### config.mk
export PLATFORM = sky130hd
export DESIGN_NAME = uart_tx
export DESIGN_NICKNAME = d
export VERILOG_FILES = /design/src/rtl/uart_tx.sv
export SDC_FILE = /design/constraint.sdc
export NUM_CORES = 1
export LEC_CHECK = 0
export CAP_MARGIN = 20
export CORE_ASPECT_RATIO = 0.5
export CORE_MARGIN = 2
export CORE_UTILIZATION = 57
export CTS_CLUSTER_SIZE = 8
export DETAILED_ROUTE_END_ITERATION = 10
export GPL_TIMING_DRIVEN = 0
export PLACE_DENSITY = 0.78
export SLEW_MARGIN = 20
export SYNTH_ARGS = -nofsm -noshare
export SYNTH_HDL_FRONTEND = slang
export SYNTH_SLANG_ARGS = --single-unit
export TNS_END_PERCENT = 100
### constraint.sdc
create_clock -name clk -period 2.4 [get_ports clk]
set_input_delay 0.48 -clock clk [delete_from_list [all_inputs] [get_ports clk]]
set_output_delay 0.48 -clock clk [all_outputs]
set_load 0.03 [all_outputs]
### src/rtl/uart_tx.sv
`default_nettype none
// ============================================================================
// Module      : uart_tx
// Description : 8N1 UART transmitter (LSB first) with valid/ready byte intake.
//               Define UART_TX_PARITY_EN to insert an even-parity bit.
// Revision    : 1.0 - initial release
// ============================================================================
module uart_tx #(
  parameter int CLK_FREQUENCY  = 66_000_000,
  parameter int UART_FREQUENCY = 921_600,
  parameter int STOP_BITS      = 1
) (
  input  logic       clk,
  input  logic       rst_n,
  input  logic       valid,
  input  logic [7:0] data,
  output logic       ready,
  output logic       busy,
  output logic       tx
);

  localparam int          TICKS_PER_BIT = CLK_FREQUENCY / UART_FREQUENCY;
  localparam logic [14:0] c_tick_last   = 15'(TICKS_PER_BIT - 1);
  localparam logic [2:0]  c_stop_last   = 3'(STOP_BITS - 1);

  typedef enum logic [2:0] {
    S_IDLE   = 3'd0,
    S_START  = 3'd1,
    S_DATA   = 3'd2,
    S_PARITY = 3'd3,
    S_STOP   = 3'd4
  } state_t;

  state_t      r_state;
  logic [7:0]  r_shift;
  logic [14:0] r_tick;
  logic [2:0]  r_bit;
  logic        r_tx;
  logic        w_tick_last;
`ifdef UART_TX_PARITY_EN
  logic        r_parity;
`endif

  assign w_tick_last = (r_tick == c_tick_last);

  always_ff @(posedge clk or negedge rst_n) begin
    if (!rst_n) begin
      r_state  <= S_IDLE;
      r_shift  <= 8'd0;
      r_tick   <= 15'd0;
      r_bit    <= 3'd0;
      r_tx     <= 1'b1;
`ifdef UART_TX_PARITY_EN
      r_parity <= 1'b0;
`endif
    end else begin
      // tick free-runs in every non-idle state and wraps on the last tick of a bit
      if (r_state != S_IDLE) begin
        r_tick <= w_tick_last ? 15'd0 : r_tick + 15'd1;
      end

      case (r_state)
        S_IDLE: begin
          if (valid) begin
            r_shift  <= data;
            r_tick   <= 15'd0;
            r_bit    <= 3'd0;
            r_state  <= S_START;
            r_tx     <= 1'b0;
`ifdef UART_TX_PARITY_EN
            r_parity <= ^data;
`endif
          end
        end

        S_START: begin
          if (w_tick_last) begin
            r_state <= S_DATA;
            r_tx    <= r_shift[0];
          end
        end

        S_DATA: begin
          if (w_tick_last) begin
            if (r_bit == 3'd7) begin
              r_bit   <= 3'd0;
`ifdef UART_TX_PARITY_EN
              r_state <= S_PARITY;
              r_tx    <= r_parity;
`else
              r_state <= S_STOP;
              r_tx    <= 1'b1;
`endif
            end else begin
              r_shift <= {1'b0, r_shift[7:1]};
              r_bit   <= r_bit + 3'd1;
              r_tx    <= r_shift[1];
            end
          end
        end

`ifdef UART_TX_PARITY_EN
        S_PARITY: begin
          if (w_tick_last) begin
            r_state <= S_STOP;
            r_tx    <= 1'b1;
          end
        end
`endif

        S_STOP: begin
          // r_bit is reused to count stop bits
          if (w_tick_last) begin
            if (r_bit == c_stop_last) begin
              r_bit   <= 3'd0;
              r_state <= S_IDLE;
            end else begin
              r_bit <= r_bit + 3'd1;
            end
          end
        end

        default: begin
          r_state <= S_IDLE;
          r_tx    <= 1'b1;
        end
      endcase
    end
  end

  assign ready = (r_state == S_IDLE);
  assign busy  = (r_state != S_IDLE);
  assign tx    = r_tx;

endmodule
`default_nettype wire
Yosys cells after proc, flatten, opt, wreduce, memory -nomap -nowiden --
Index checks and enable logic that the tools add are counted.
Storage, ports and cells: register bits 30, bits of input ports 11, output and inout bits 3, logic and storage cells 55
Cells by class: add/subtract/negate cells 2, equal/unequal tests 12, muxes and demuxes 26, bitwise operators 1, reduce and logical (&&, ||, !) cells 9
Operators with widths (number):
- two-way mux 15 bit | 4
- two-way mux 3 bit | 11
- two-way mux 8 bit | 3
- case mux 8 bit (2 select lines) | 1
- adder 15 x 1 -> 15 bit (second input constant) | 1
- == test 15 x 7 -> 1 bit (second input constant) | 1
- inequality test 2 bit (second input constant) | 7
- case mux 3 bit (4 select lines) | 1
- AND reduction 4 bit | 3
- case mux 3 bit (3 select lines) | 1
- == test 3 bit (second input constant) | 2
- zero test 3 bit | 2
- AND reduction 6 bit | 1
- nonzero test 3 bit | 2
- two-way mux 1 bit | 4
- case mux 1 bit (4 select lines) | 1
- adder 3 x 1 -> 3 bit (second input constant) | 1
- == test 3 x 1 -> 1 bit (second input constant) | 1
- == test 3 x 2 -> 1 bit (second input constant) | 1
- nonzero test 2 bit | 1
- NOT 1 bit | 1

Logic depth before layout (Yosys ltp) --
depth after elaboration 5, gate-level depth with buffers 9, mapped depth without buffers 7

Worst setup path after synthesis --
No wires, ideal clock.
path type reg2reg, start point register r_state[0], end point register r_tick[13], setup time 82 ps, data arrival time 1935 ps, required time 2318 ps, slack 383 ps, stages on the path, launching flop included 9, path buffers 2, period minus slack after synthesis 2017 ps, path through dfrtp_1 -> buf_6 -> nor2_1 -> nand2_1 -> clkinv_1 -> nor2_2 -> buf_4 -> a31oi_1 -> a31oi_1
On the way: cells in the longest elaborated chain, start to end 4, elaborated cells between the ends (all ways) 5, those cells by class 3 x mux; 2 x reduce/logical
Ends and longest elaborated chain:
- start, declared | RTL line 34 | state_t r_state;
- start signal, assigned | RTL line 48 | r_state <= S_IDLE;
- start signal, assigned | RTL line 68 | r_state <= S_START;
- start signal, assigned | RTL line 78 | r_state <= S_DATA;
- nonzero test 3 bit *
- net busy | RTL line 18 | output logic busy,
- two-way mux 15 bit * | RTL line 58 | if (r_state != S_IDLE) begin
- two-way mux 15 bit | RTL line 64 | if (valid) begin
- two-way mux 15 bit * | RTL line 62 | case (r_state)
- end signal, assigned | RTL line 59 | r_tick <= w_tick_last ? 15'd0 : r_tick + 15'd1;
- end, declared | RTL line 36 | logic [14:0] r_tick;
The timed path passes the listed nets; every way through them passes the cells marked *. A chain may end at the register's enable or synchronous reset.

Final worst setup path --
start point register r_state[0], end point output busy
On the way: cells in the longest elaborated chain, start to end 1
Ends and longest elaborated chain:
- nonzero test 3 bit | RTL line 132 | assign busy = (r_state != S_IDLE);
- end, declared | RTL line 18
Every way passes these cells.

==> results.txt <==
----------------------------------------------------
[Route]
  First-pass iteration count of the detailed router ... 4
  Post-route ant nets ... 0
  Drt total wl ... 3800 um
  Count of vias placed by the detailed router ... 1455
  DR DRC count ... 0
  Detailed-route wire length per cell ... 15.70 um
  Routed vias/inst ... 6.012
  Initial DRC count ... 64

[Floorplan]
  Die Y ... 43.34 um
  Area of the placeable core ... 2978 sq um
  Number of core rows ... 14
  Die Outline Area ... 3583 sq um
  Effective utilization at floorplan ... 59.24%
  Boundary pin count ... 14
  Horiz. Die Dim ... 82.68 um

[Clock tree]
  Maximum buffer depth of the clock tree ... 2
  Htree depth ... 2
  Post-CTS Hold Buffers ... 0
  Clock insertion delay at the later pin of the skew report ... 280 ps
  Total clock buffers created by CTS ... 5
  CTS clock-pin slew for the worst setup and hold paths ... 70 ps
  Clock sinks ... 30
  Clock root buffer master ... clkbuf_8
  TritonCTS clock tree ... yes

[Synthesis]
  Largest cells by area after synthesis ... dfrtp_1 (41%), mux2_2 (8.9%), a31oi_1 (4.6%)
  Number of enable-type register cells in the synthesized netlist ... 0
  Post-Synthesis Cells ... 180
  Most frequently used flop master after synthesis ... dfrtp_1
  Mapped Area ... 1764 sq um
  Register bit count reported by yosys ... 30
  Synth Net Count ... 196
  Async S/R FF share, synth ... 100.0%
  Share of Yosys cell area claimed by the top area cell type ... 41.13%
  Portion of the post-synthesis area used by sequential elements ... 42.62%
  Library cells used by synthesis ... 46
  Avg Inst Size Synth ... 9.801 sq um
  Top cell type by total area after synthesis ... dfrtp_1
  Synth Warn # ... 0

[GRT]
  First-pass GRT wire length ... 6361 um
  Pin count of the biggest net entering global routing ... 31
  All-Layer GR Usage ... 24.21%
  GRT Residual Overflow ... 0
  Number of antenna violations at the first check in global routing ... 0
  Number of global-route vias before repair ... 1380

[Placed design]
  Buffers on Ports ... 13
  Final weighted congestion of routability-driven global placement ... 0.8247
  DPL Wire Length ... 2581 um

[Timing]
  Worst clock skew on the final layout ... 7.317 ps
  Final Cycle Share ... 95.52%
  RSZ-0062 raised after global routing ... no
  Slew headroom ... 54.70%
  Hold violation count in the final report ... 0
  Period minus WS final ... 2292 ps
  TNS Setup ... 0 ps
  Pins over their slew limit ... 0
  Final setup vio count ... 0
  Achievable frequency ... 0.4362 GHz
  Transition time at the pin with the least slew margin ... 679.4 ps

[Finish]
  Final cell utilization of the core ... 68.53%
  Proportion of layout cells with a drive suffix above 1 ... 20.30%
  Antenna cells ... 0
  Layout net count ... 217
  Area Growth Syn to Fin ... 15.67%

[Critical path]
  Kind of critical path ... reg -> out
  Arrival @ worst endpoint ... 1810 ps
  Kind of end point of the critical path ... output pin
  Critical Path Source Type ... flop
  Maximum net fanout on the critical path ... 5
  Critical path required time ... 1920 ps

[Power]
  IR Drop Worst-Case VDD ... 0.5473 mV
  Total power ... 2.042 mW
  Leakage power of the design ... 0.8864 nW
  P per Cell Area ... 1001 nW/um^2

[Min path]
  Path type of the worst min-delay path ... in -> async

[Run]
  Number of max-cap violations ... 0

[Status]
  Outcome ... complete, no violations

----------------------------------------------------
## path summary, 6_finish.rpt
kind / endpoint / depth (start not counted) / from / slack [ps]
max in group asynchronous: r_shift[4]$_DFFE_PN0P_ / 1 / rst_n / 1730
setup / recovery: busy / 4 / r_state[0]$_DFFE_PN0P_ / 110
hold / removal: r_tick[6]$_DFF_PN0_ / 1 / rst_n / 230
setup reg to reg: r_tick[13]$_DFF_PN0_ / 9 / r_tick[0]$_DFF_PN0_ / 200
hold reg to reg: r_shift[2]$_DFFE_PN0P_ / 1 / r_shift[2]$_DFFE_PN0P_ / 510
min in group clk: r_shift[2]$_DFFE_PN0P_ / 1 / r_shift[2]$_DFFE_PN0P_ / 510
## state kept, by name (all words and copies together), names as in the netlist
| register | cells |
|---|---|
| r_bit | 3 |
| r_shift | 8 |
| r_state | 3 |
| r_tick | 15 |
| tx | 1 |
## area by class of cell
| type | count | area, sq um |
|---|---|---|
| tap | 40 | 50.05 |
| buffer | 7 | 57.56 |
| fill | 225 | 937.1 |
| sequential | 30 | 752.0 |
| timing repair buffer | 14 | 131.4 |
| inverter | 9 | 33.78 |
| clock buffer | 6 | 82.58 |
| multi-input combinational | 134 | 920.9 |
| clock inverter | 2 | 12.51 |
## worst max-delay path, cell delays in order, from the launching register on
cell and delay [ps]:
dfrtp_1 370, buf_6 140, nor2_1 210, nand2_1 180, clkdlybuf4s50_1 630
## what timing repair did
item / CTS / global route
endpoints found under the setup margin: 1 / 5
setup buffers: 0 / 1
gates resized for setup: 1 / 0
## routing by layer
layer  wire length [um]  GRT usage, %
met1               1829         32.79
met2               1771         39.19
met3                161         6.250
met4                 37         6.885
met5                  0             0
## where the power goes
| group | switching, mW | total [mW] | internal, mW | leakage (nW) |
|---|---|---|---|---|
| logic | 0.383 | 0.721 | 0.338 | 0.458 |
| registers | 0.192 | 0.894 | 0.702 | 0.381 |
| clock network | 0.198 | 0.428 | 0.230 | 0.0472 |
| total | 0.773 | 2.04 | 1.27 | 0.886 |
## synth_stat cells (2+ instances only)
master     n
nand4_1    3
a31o_2     2
nor4b_4    2
inv_1      8
buf_4      2
dfrtp_1   29
nand3_1    5
o31ai_1    3
a21oi_1   12
nand2_1   16
buf_6      3
and3_1     2
o21ai_0   12
nor2_1    10
nand3b_1   2
nor3_1     7
a31oi_1   13
ha_1       5
a21o_1     3
o21bai_1   2
mux2_2    14
## cells by family (layout without fill, tap and decap cells)
| group | Yosys count | in the layout | share of synthesized area, % |
|---|---|---|---|
| AO/OA/AOI/OAI | 56 | 56 | 20.00 |
| XOR/XNOR | 2 | 2 | 0.9931 |
| adder cells (fa/ha/maj) | 5 | 5 | 3.546 |
| buffers and inverters | 16 | 38 | 5.176 |
| flip-flops | 30 | 30 | 42.62 |
| multiplexers | 14 | 14 | 8.936 |
| AND/OR/NAND/NOR | 57 | 57 | 18.72 |
## stage by stage
step	hold slack, ps	worst slack (ps)	cell area [sq um]	std cells
2_1_floorplan	184.4	382.6	1764	180
3_3_place_gp	487.7	192.5	1944	233
3_5_place_dp	493.7	177.1	1939	233
4_1_cts	247.3	121.5	2033	241
5_1_grt	278.9	16.87	2041	242
6_report	230.4	107.6	2041	242
## cell usage in the layout (no fill, tap or decap), types with 5 or more instances in the layout
cell type	count
ha_1	5
dfrtp_1	29
inv_1	8
nand3_1	5
o21ai_0	12
clkdlybuf4s50_1	11
nor2_1	10
clkbuf_8	6
a31oi_1	13
a21oi_1	12
mux2_2	14
nor3_1	7
nand2_1	16
Note: power is estimated with default switching activity, not from simulation.
